<file path="src/rtl/riscv_pkg.sv">
// riscv_pkg: shared RV32 encodings, execute-stage state and output bundle types.
package riscv_pkg;
    localparam logic [6:0] OP_R      = 7'b0110011;
    localparam logic [6:0] OP_I      = 7'b0010011;
    localparam logic [6:0] OP_LOAD   = 7'b0000011;
    localparam logic [6:0] OP_STORE  = 7'b0100011;
    localparam logic [6:0] OP_BRANCH = 7'b1100011;
    localparam logic [6:0] OP_JAL    = 7'b1101111;
    localparam logic [6:0] F7_MUL    = 7'b0000001;
    localparam logic [1:0] ALUOP_ADD = 2'b00;
    localparam logic [1:0] ALUOP_BR  = 2'b01;
    localparam logic [1:0] ALUOP_FN  = 2'b10;
    localparam logic [1:0] ALUOP_RSV = 2'b11;
    localparam logic [2:0] F3_ADD  = 3'b000;
    localparam logic [2:0] F3_SLL  = 3'b001;
    localparam logic [2:0] F3_SLT  = 3'b010;
    localparam logic [2:0] F3_SLTU = 3'b011;
    localparam logic [2:0] F3_XOR  = 3'b100;
    localparam logic [2:0] F3_SR   = 3'b101;
    localparam logic [2:0] F3_OR   = 3'b110;
    localparam logic [2:0] F3_AND  = 3'b111;
    localparam logic [2:0] F3_BEQ  = 3'b000;
    localparam logic [2:0] F3_BNE  = 3'b001;
    localparam logic [2:0] F3_BLT  = 3'b100;
    localparam logic [2:0] F3_BGE  = 3'b101;
    localparam logic [2:0] F3_BLTU = 3'b110;
    localparam logic [2:0] F3_BGEU = 3'b111;

    typedef enum logic {IDLE, MUL} ex_state_t;

    typedef struct packed {
        logic        valid;
        logic [31:0] alu;
        logic [31:0] store;
        logic [4:0]  rd;
        logic        reg_write;
        logic        mem_read;
        logic        mem_write;
        logic        mem_to_reg;
        logic        redirect;
        logic [31:0] redirect_pc;
    } ex_out_t;

    function automatic logic [31:0] sext12(input logic [11:0] v);
        return {{20{v[11]}}, v};
    endfunction
endpackage

</file>
<file path="src/rtl/mul_iter.sv">
// mul_iter: 32-iteration shift-add multiplier, low 32 product bits, freezes while hold is high.
module mul_iter (
    input  logic        clk,
    input  logic        rst,
    input  logic        start,
    input  logic        hold,
    input  logic [31:0] a,
    input  logic [31:0] b,
    output logic        busy,
    output logic        done,
    output logic [31:0] product
);
    logic [31:0] acc, mcand, mplier;
    logic [4:0]  cnt;

    // product already includes the current iteration, so it is final on the done edge
    assign product = acc + (mplier[0] ? mcand : 32'd0);
    assign done    = busy && !hold && cnt == 5'd0;

    always_ff @(posedge clk) begin
        if (rst) begin
            busy   <= 1'b0;
            cnt    <= '0;
            acc    <= '0;
            mcand  <= '0;
            mplier <= '0;
        end else if (start) begin
            busy   <= 1'b1;
            cnt    <= 5'd31;
            acc    <= '0;
            mcand  <= a;
            mplier <= b;
        end else if (busy && !hold) begin
            busy   <= cnt != 5'd0;
            cnt    <= cnt - 5'd1;
            acc    <= product;
            mcand  <= mcand << 1;
            mplier <= mplier >> 1;
        end
    end
endmodule

</file>
<file path="src/rtl/ex_stage.sv">
// ex_stage: RV32 execute stage with inline ALU/branch unit and an iterative multiplier.
module ex_stage
    import riscv_pkg::*;
(
    input  logic        clk,
    input  logic        rst,
    input  logic        valid_in,
    input  logic [6:0]  opcode_in,
    input  logic [2:0]  funct3_in,
    input  logic [6:0]  funct7_in,
    input  logic [31:0] rs1_in,
    input  logic [31:0] rs2_in,
    input  logic [4:0]  rd_addr_in,
    input  logic [11:0] imm_in,
    input  logic [19:0] imm_j_in,
    input  logic [31:0] pc_in,
    input  logic        RegWrite_in,
    input  logic        MemRead_in,
    input  logic        MemWrite_in,
    input  logic        MemtoReg_in,
    input  logic        ALUSrc_in,
    input  logic        Jump_in,
    input  logic [1:0]  ALUOp_in,
    input  logic        stall_in,
    output logic        stall_out,
    output logic        valid_out,
    output logic [31:0] alu_result_out,
    output logic [31:0] store_data_out,
    output logic [4:0]  rd_addr_out,
    output logic        RegWrite_out,
    output logic        MemRead_out,
    output logic        MemWrite_out,
    output logic        MemtoReg_out,
    output logic        redirect_out,
    output logic [31:0] redirect_pc_out
);
    ex_state_t   state, state_nx;
    ex_out_t     q, q_nx, res, mul_tpl;
    logic        accept, is_mul, mul_start, mul_busy, mul_done;
    logic        is_sub, eq, lt, ltu, taken;
    logic [4:0]  shamt;
    logic [31:0] op2, alu, sra, mul_prod, br_tgt, j_tgt;

    assign accept    = valid_in && state == IDLE && !stall_in;
    assign is_mul    = opcode_in == OP_R && funct7_in == F7_MUL && funct3_in == F3_ADD;
    assign mul_start = accept && is_mul;
    assign stall_out = state == MUL || stall_in;
    assign op2       = ALUSrc_in ? sext12(imm_in) : rs2_in;
    assign shamt     = op2[4:0];
    assign is_sub    = opcode_in == OP_R && funct7_in[5];
    assign sra       = $signed(rs1_in) >>> shamt;
    assign eq        = rs1_in == op2;
    assign lt        = $signed(rs1_in) < $signed(op2);
    assign ltu       = rs1_in < op2;
    assign br_tgt    = pc_in + {{19{imm_in[11]}}, imm_in, 1'b0};
    assign j_tgt     = pc_in + {{11{imm_j_in[19]}}, imm_j_in, 1'b0};
    assign taken     = funct3_in == F3_BEQ  ? eq :
                       funct3_in == F3_BNE  ? !eq :
                       funct3_in == F3_BLT  ? lt :
                       funct3_in == F3_BGE  ? !lt :
                       funct3_in == F3_BLTU ? ltu :
                       funct3_in == F3_BGEU ? !ltu : 1'b0;

    always_comb begin
        alu = '0;
        case (ALUOp_in)
            ALUOP_ADD: alu = rs1_in + op2;
            ALUOP_BR:  alu = rs1_in - op2;
            ALUOP_FN:
                case (funct3_in)
                    F3_ADD:  alu = is_sub ? rs1_in - op2 : rs1_in + op2;
                    F3_SLL:  alu = rs1_in << shamt;
                    F3_SLT:  alu = {31'b0, lt};
                    F3_SLTU: alu = {31'b0, ltu};
                    F3_XOR:  alu = rs1_in ^ op2;
                    F3_SR:   alu = funct7_in[5] ? sra : rs1_in >> shamt;
                    F3_OR:   alu = rs1_in | op2;
                    F3_AND:  alu = rs1_in & op2;
                endcase
            default:   alu = '0;
        endcase
    end

    always_comb begin
        res             = '0;
        res.valid       = 1'b1;
        res.alu         = Jump_in ? pc_in + 32'd4 : alu;
        res.store       = rs2_in;
        res.rd          = rd_addr_in;
        res.reg_write   = RegWrite_in && (Jump_in || ALUOp_in != ALUOP_BR);
        res.mem_read    = MemRead_in;
        res.mem_write   = MemWrite_in;
        res.mem_to_reg  = MemtoReg_in;
        res.redirect    = Jump_in || (ALUOp_in == ALUOP_BR && taken);
        res.redirect_pc = Jump_in ? j_tgt : res.redirect ? br_tgt : 32'd0;
    end

    mul_iter u_mul (
        .clk     (clk),
        .rst     (rst),
        .start   (mul_start),
        .hold    (stall_in),
        .a       (rs1_in),
        .b       (op2),
        .busy    (mul_busy),
        .done    (mul_done),
        .product (mul_prod)
    );

    // a multiply's destination/controls are captured at accept and reused on completion
    always_comb begin
        q_nx     = '0;
        state_nx = state;
        if (stall_in) q_nx = q;
        else if (mul_done) begin
            q_nx     = mul_tpl;
            q_nx.alu = mul_prod;
        end else if (accept && !is_mul) q_nx = res;
        if (mul_start) state_nx = MUL;
        else if (state == MUL && (mul_done || !mul_busy)) state_nx = IDLE;
    end

    always_ff @(posedge clk) begin
        if (rst) begin
            state   <= IDLE;
            q       <= '0;
            mul_tpl <= '0;
        end else begin
            state <= state_nx;
            q     <= q_nx;
            if (mul_start) mul_tpl <= res;
        end
    end

    assign valid_out       = q.valid;
    assign alu_result_out  = q.alu;
    assign store_data_out  = q.store;
    assign rd_addr_out     = q.rd;
    assign RegWrite_out    = q.reg_write;
    assign MemRead_out     = q.mem_read;
    assign MemWrite_out    = q.mem_write;
    assign MemtoReg_out    = q.mem_to_reg;
    assign redirect_out    = q.redirect;
    assign redirect_pc_out = q.redirect_pc;
endmodule

</file>
<file path="config.mk">
export PLATFORM = sky130hd
export DESIGN_NAME = ex_stage
export DESIGN_NICKNAME = d
export VERILOG_FILES = /design/src/rtl/riscv_pkg.sv /design/src/rtl/mul_iter.sv /design/src/rtl/ex_stage.sv
export SDC_FILE = /design/constraint.sdc
export NUM_CORES = 1
export LEC_CHECK = 0
export ABC_AREA = 1
export ABC_CLOCK_PERIOD_IN_PS = 5100
export CAP_MARGIN = 20
export CELL_PAD_IN_SITES_DETAIL_PLACEMENT = 2
export CELL_PAD_IN_SITES_GLOBAL_PLACEMENT = 2
export CORE_ASPECT_RATIO = 0.8
export CORE_MARGIN = 4
export CORE_UTILIZATION = 32
export CTS_CLUSTER_DIAMETER = 80
export DETAILED_ROUTE_END_ITERATION = 10
export MAX_ROUTING_LAYER = met4
export PLACE_DENSITY = 0.8
export SLEW_MARGIN = 30
export SYNTH_ARGS = -nofsm -noshare
export SYNTH_HDL_FRONTEND = slang
export SYNTH_SLANG_ARGS = --single-unit
</file>
<file path="constraint.sdc">
create_clock -name clk -period 5.1 [get_ports clk]
set_clock_uncertainty 0.1 [all_clocks]
set_input_delay 0.765 -clock clk [delete_from_list [all_inputs] [get_ports clk]]
set_output_delay 0.765 -clock clk [all_outputs]
set_load 0.1 [all_outputs]
</file>
==> results.md, run 1 <==
- Synthesized flop and latch total: between 200 and 300
- Starting Density: 0.325
- Critical path data required time: roughly 5.6 ns
- Slowest cell delay on critical path: roughly 0.54 ns
- Remaining global-route overflow: 0
- Crit-path max FO: 12
- I/O pin cnt: 270
- Core footprint: ~0.086 sq mm
- # clock sinks: about 290
- Worst slew pin tran: about 1.1 ns
- Commonest non-fill, non-tap cells in the layout: 1,344 x nand2_1, 472 x inv_1, 366 x a21oi_1, 362 x o21ai_0, 337 x nand3_1
- Fin crit period: 4.99 ns
- Outcome: complete, no violations
- Syn Area/Cell: between 6 and 7 sq um
- Top cell by count, worst path: nand2_1
- Worst R2R Path Depth: 18
- Clock buffer count from CTS: 31
- Depth of the CTS H-tree: 1
- # rows: 96
- CTS tree: built
- Crit start category: primary input
- PD cells: 249 mW/mm^2
- Number of fill cells: around 11k
- Most common cell after layout, fill and taps aside: nand2_1
- Xor/xnor share of the synthesized area: 0.0278
- Worst EP arrival: ~5.4 ns
- Post-Syn Nets: between 5k and 6k
- Die span in x: approximately 340 um
- Slew margin rel.: 0.286
- DP Worst Slack: -0.653 ns
- Global placer's final weighted congestion: around 1.1
- Layout area overhead: 21.8%
- Max Freq: 0.200 GHz
- Clk_lat worst skew: 0.62 ns
- Max-capacitance violation count: 0
- Reg-to-Reg End: alu_result_out[26]
- Maximum number of pins on one net before global-route repair: 75
- Yosys cell types: 64
- Largest family of logic cells by synthesized area: simple AND/OR/NAND/NOR gates
- Mapped Area: 0.0280 sq mm
- Reg2reg setup slack: 0.84 ns
- Worst IR Drop VDD: 0.267 mV
- Seq/Total Area, Yosys: 0.204
- Tcrit/Tclk final: 0.978
- WL per Instance: about 30 um
- Post-Synth Simple-Gate Area: 0.335
- Via Count: around 36k
- Fin. Hold Viols: 0
- Initial antenna violation count: 4
- Min-delay src: mul_tpl[4]
- CP endpoint kind: flip-flop
- Worst setup path end: redirect_pc_out[9]
- Nets@finish: approximately 5.3k
- Final worst slack: approximately 0.11 ns
- Lkg Pwr: ~0.015 uW
- Die area: about 0.092 sq mm
- Post-detail-place hpwl: ~150,000 um
- Total wire length: around 180,000 um
- Clk pin slew, worst setup/hold paths: around 0.070 ns
- Pwr Total: roughly 8500 uW
- Synth Area in Adders: 0.0889
- Vias per inst: 5.95
- Complex-gate fraction of the synthesized area: 0.237
- Die height: between 200 and 300 um
- GRT Resource Usage Total: 0.385
- CP Launch Point: ALUSrc_in
- Yosys warns: 0
- First-pass GRT wire length: roughly 260,000 um
- Max Buffers Root-to-Sink: 3
- DRC viols: 0
- IO Port Bufs: 269
- Final Cell Area: about 0.034 sq mm
- Post-synthesis mux area share: 0.00143
- CTS Root Cell: clkbuf_16
- Vias in the first global route: roughly 36k
- Placed Area: roughly 0.033 sq mm
- Antenna-violating nets left: 0
- Critical path class: primary input to flip-flop
- Pins Over Slew Limit: 0
- DRT iter0 DRCs: between 3k and 4k
- DR pass1 iterations: 5
- RSZ-0062 raised after global routing: false
- Launching point of the worst reg2reg path: u_mul.mplier[0]
- Setup TNS: 0 ns
- Worst path slowest cell: clkdlybuf4s50_1
- Final setup fails: 0
- Post-synthesis cell count: between 4k and 5k
- Type of the tightest min-delay check: flip-flop to flip-flop
- Layout cell share with drive strength beyond 1: 0.0932
cells by family after synthesis:
kind of cell | Yosys count
fa+ha+maj | 196
simple gates | 2205
flops | 285
xor+xnor | 89
compound gates | 1142
buf+inv | 733
mux | 4
where the power goes:
part	total, uW	internal, uW	switching (uW)
registers	2310	2270	43.7
clock network	2540	1480	1060
logic	3630	1020	2610
routing by layer:
metal,vias to the layer above,track usage,part of all wire
met5,-,-,0
met4,0,0.0973,0.030
met3,213,0.0922,0.10
met2,1582,0.541,0.40
met1,18414,0.550,0.47
li1,16198,-,-
worst max-delay path, delay by kind of cell:
kind	cells	cell delay [ns]
buffers and inverters	7	1.40
and+or+nand+nor	18	2.31
AOI/OAI and AO/OA	2	0.48
adders and majority gates	1	0.43
cell usage after synthesis (all sizes together):
cell	n	area [sq um]
a21oi	400	2110
buf	97	581
clkinv	3	11.3
nor3b	2	15.0
fa	5	100
ha	191	2390
or2	32	200
o22ai	15	93.8
o21a	12	90.1
o211ai	42	315
nor3	45	268
and2	4	25.0
o32ai	2	17.5
o31ai	11	82.6
o2111ai	10	87.6
mux2i	4	40.0
a221oi	10	87.6
a211oi	10	75.1
a22oi	3	22.5
nand4	77	482
o311ai	1	8.76
a21o	10	75.1
a21boi	8	60.1
nand2	1369	5220
inv	497	1870
xnor2	22	193
o211a	1	10.0
nor4	18	113
a31oi	119	744
and3	3	18.8
a22o	43	377
clkbuf	136	514
o221ai	13	114
dfxtp	285	5710
nand3	340	1720
nor4b	1	8.76
nand3b	17	128
xor2	67	587
nor2	296	1170
o21bai	25	188
o21ai	407	2070
nand2b	1	6.26
state kept, by name, summed over array words and instances (netlist names), 5 cells and up:
signal,cells
mul_tpl,75
u_mul.mcand,32
redirect_pc_out,32
store_data_out,32
alu_result_out,32
u_mul.mplier,32
u_mul.acc,32
u_mul.cnt,5
rd_addr_out,5
cell type report:
type	instances	area (sq um)	share of cell area
flip-flops and latches	285	5710	0.167
well taps	1127	1410	0.0413
clock inverters	15	246	0.00722
inverters	500	1890	0.0553
repair buffers	509	4560	0.134
multi-input cells	3637	19500	0.570
clock buffers	41	853	0.0250
diodes	3	7.51	0.000220
per-stage QoR:
| step | util | hold slack, ns | cells |
|---|---|---|---|
| 5_1_grt | 0.396 | 0.376 | 6117 |
| 2_1_floorplan | - | 0.326 | 4654 |
| 4_1_cts | 0.395 | 0.358 | 6110 |
| 3_3_place_gp | 0.383 | 0.337 | 6054 |
| 6_report | 0.396 | 0.355 | 6117 |
| 3_5_place_dp | 0.382 | 0.343 | 6054 |
worst min-delay path by stage:
| stage | to | cells past startpoint |
|---|---|---|
| CTS | mul_tpl[28] | 2 |
| global route | mul_tpl[29] | 2 |
| detailed placement | mul_tpl[9] | 2 |
| global placement | mul_tpl[3] | 2 |
| finish | mul_tpl[4] | 2 |
| floorplan | mul_tpl[5] | 2 |
timing repair:
item | CTS | global route
gates resized for setup | 1 | 11
endpoints found under the setup margin | 1 | 67
gates cloned | 0 | 1
hold buffers | 0 | 0
pin swaps | 0 | 0
buffers inserted | 0 | 3
Power figures use the tool's default switching activity.
==> inputs of run 2 (changes only) <==
--- a/config.mk
+++ b/config.mk
@@ -15,6 +15,7 @@
 export CORE_UTILIZATION = 32
 export CTS_CLUSTER_DIAMETER = 80
 export DETAILED_ROUTE_END_ITERATION = 10
+export GPL_TIMING_DRIVEN = 0
 export MAX_ROUTING_LAYER = met4
 export PLACE_DENSITY = 0.8
 export SLEW_MARGIN = 30
==> run 2 against run 1 <==
Compared with the run above:
- first-iteration DRC count decreased by 2.7%
- die area stayed put
- count of clock-buffer cells in the layout rose by 7
- global-route usage grew 1.4 points
- sequential share of layout area increased by 0.39 points
- register-to-register slack worse by 0.43 ns
- hold slack gained 0.0060 ns
- critical path depth is 1 lower
- largest power group unchanged
==> results.md, run 2 (same netlist as run 1, synthesis figures left out) <==
- Slew margin rel.: 0.259 (-0.0266)
- PD cells: 255 mW/mm^2 (+2.4%)
- Remaining global-route overflow: 0 (unchanged)
- Total wire length: 187,000 um (+3.0%)
- Final Core Density: 0.387 (-0.00895)
- Lkg Pwr: 0.0148 uW (-4.2%)
- Critical path class: primary input to flip-flop
- Outcome: complete, no violations
- GRT Resource Usage Total: 0.400 (+0.0144)
- Critical path data required time: 5.44 ns (-0.11 ns)
- Type of the tightest min-delay check: flip-flop to flip-flop
- Clk_lat worst skew: 0.60 ns (-0.02 ns)
- Hold slack final: 0.361 ns (+0.00604 ns)
- Global placer's final weighted congestion: 1.08 (+1.1%)
- Max reg flops: 75 (unchanged)
- Depth of the CTS H-tree: 2 (+1)
- Slowest cell delay on critical path: 0.46 ns (-0.08 ns)
- Clk pin slew, worst setup/hold paths: 0.06 ns (about the same)
- WL met2: 75,200 um (+3.0%)
- Starting Density: 0.325 (unchanged)
- Crit-path max FO: 10 (-2)
- IO Port Bufs: 264 (-1.9%)
- Die span in x: 339 um (unchanged)
- Hold depth: 2 (unchanged)
- Via Count: 36.6k (+0.54%)
- Worst setup path end: redirect_pc_out[22]
- First-pass GRT wire length: 266,000 um (+2.8%)
- Die height: 273 um (unchanged)
- CTS Root Cell: clkbuf_16
- Layout cell share with drive strength beyond 1: 0.0631 (-0.0302)
- Launching point of the worst reg2reg path: u_mul.mplier[0]
- Core footprint: 0.0862 sq mm (unchanged)
- Reg-to-Reg End: alu_result_out[26]
- Max Freq: 0.199 GHz (-0.72%)
- Max Buffers Root-to-Sink: 3 (unchanged)
- Worst slew pin tran: 1.11 ns (+0.0433 ns)
- Maximum number of pins on one net before global-route repair: 22 (-71%)
- Vias in the first global route: 37.4k (+3.0%)
- Worst R2R Path Depth: 20 (+2)
- Worst path slowest cell: a21oi_2
- Metal3 WL: 21,000 um (+16%)
- Reg2reg setup slack: 0.41 ns (-0.43 ns)
- Initial antenna violation count: 14 (+10)
- Number of fill cells: 10.8k (+1.7%)
- Post-detail-place hpwl: 154,000 um (+5.0%)
- Commonest non-fill, non-tap cells in the layout: 1,342 x nand2_1, 473 x inv_1, 355 x a21oi_1, 353 x o21ai_0, 336 x nand3_1
- Die area: 0.0923 sq mm (unchanged)
- Fin crit period: 5.03 ns (+0.0360 ns)
- DRT iter0 DRCs: 3,828 (-2.7%)
- Clock buffer count from CTS: 36 (+16%)
- Fin. Hold Viols: 0 (unchanged)
- Max layer used: met4
- CP Launch Point: ALUSrc_in
- Nets@finish: 5,311 (-0.21%)
- Met1 wire length: 84,000 um (-1.1%)
- Crit start category: primary input
- Tcrit/Tclk final: 0.985 (+0.00706)
- Layout area overhead: 19.1%
- CTS tree: built
- Vias per inst: 5.98 (+0.54%)
- Reg with most FFs: mul_tpl
- # clock sinks: 285 (unchanged)
- DRC viols: 0 (unchanged)
- Max-capacitance violation count: 0 (unchanged)
- Pins Over Slew Limit: 0 (unchanged)
- # rows: 96 (unchanged)
- I/O pin cnt: 270 (unchanged)
- Final setup fails: 0 (unchanged)
- CTS Hold Bufs: 0 (unchanged)
- Most common cell after layout, fill and taps aside: nand2_1
- DR pass1 iterations: 6 (+1)
- Worst EP arrival: 5.37 ns (-0.07 ns)
- Top cell by count, worst path: nand2_2
- Worst IR Drop VDD: 0.193 mV (-28%)
- CP endpoint kind: flip-flop
- Antenna-violating nets left: 0 (unchanged)
- WL per Instance: 30.5 um (+3.0%)
## run 2: layout make-up
type	instances	area, sq um	area share
multi-input cells	3636	19400	0.583
diodes	11	27.5	0.000825
plain buffers	229	1100	0.0331
clock inverters	16	159	0.00476
clock buffers	48	1040	0.0311
flip-flops and latches	285	5710	0.171
inverters	500	1890	0.0565
repair buffers	265	2590	0.0777
well taps	1127	1410	0.0423
## run 2: stage by stage
stage	std cells	setup WS (ns)	setup TNS [ns]	cell area [sq um]	total power [uW]
2_1_floorplan	4654	1.18	0	28000	4280
3_3_place_gp	6045	-1.74	-131.01	32100	5610
3_5_place_dp	6045	-1.71	-127.56	32000	5670
4_1_cts	6108	0.0321	0	33200	8330
5_1_grt	6114	-0.0230	-0.0806	33300	8760
6_report	6117	0.0746	0	33400	8490
## run 2: report_power, final
group	switching [uW]	leakage, uW	internal, uW	total [uW]
Sequential	39.4	0.00231	2270	2310
Combinational	2620	0.0119	895	3520
Clock	1170	0.000595	1500	2670
## run 2: what timing repair did
item                       CTS  global route
setup buffers                0             1
resized for setup           12            42
cloned                       0             0
setup endpoints to repair   86            76
pin swaps                    0             1
## run 2: worst min-delay path by stage
| stage | slack, ns | to | start |
|---|---|---|---|
| floorplan | 0.33 | mul_tpl[5] | mul_tpl[5] |
| global placement | 0.34 | mul_tpl[13] | mul_tpl[13] |
| detailed placement | 0.35 | mul_tpl[13] | mul_tpl[13] |
| CTS | 0.36 | mul_tpl[26] | mul_tpl[26] |
| global route | 0.38 | mul_tpl[7] | mul_tpl[7] |
| finish | 0.36 | mul_tpl[13] | mul_tpl[13] |
## run 2: critical path, delay by kind of cell
family | cells | cell delay, ns
compound gates | 2 | 0.53
simple gates | 16 | 2.43
buf+inv | 8 | 1.26
fa+ha+maj | 1 | 0.34
## run 2: layer usage
| layer | track usage | vias to the layer above |
|---|---|---|
| li1 | - | 16192 |
| met1 | 0.538 | 18454 |
| met2 | 0.569 | 1694 |
| met3 | 0.129 | 264 |
| met4 | 0.118 | 0 |
| met5 | - | - |
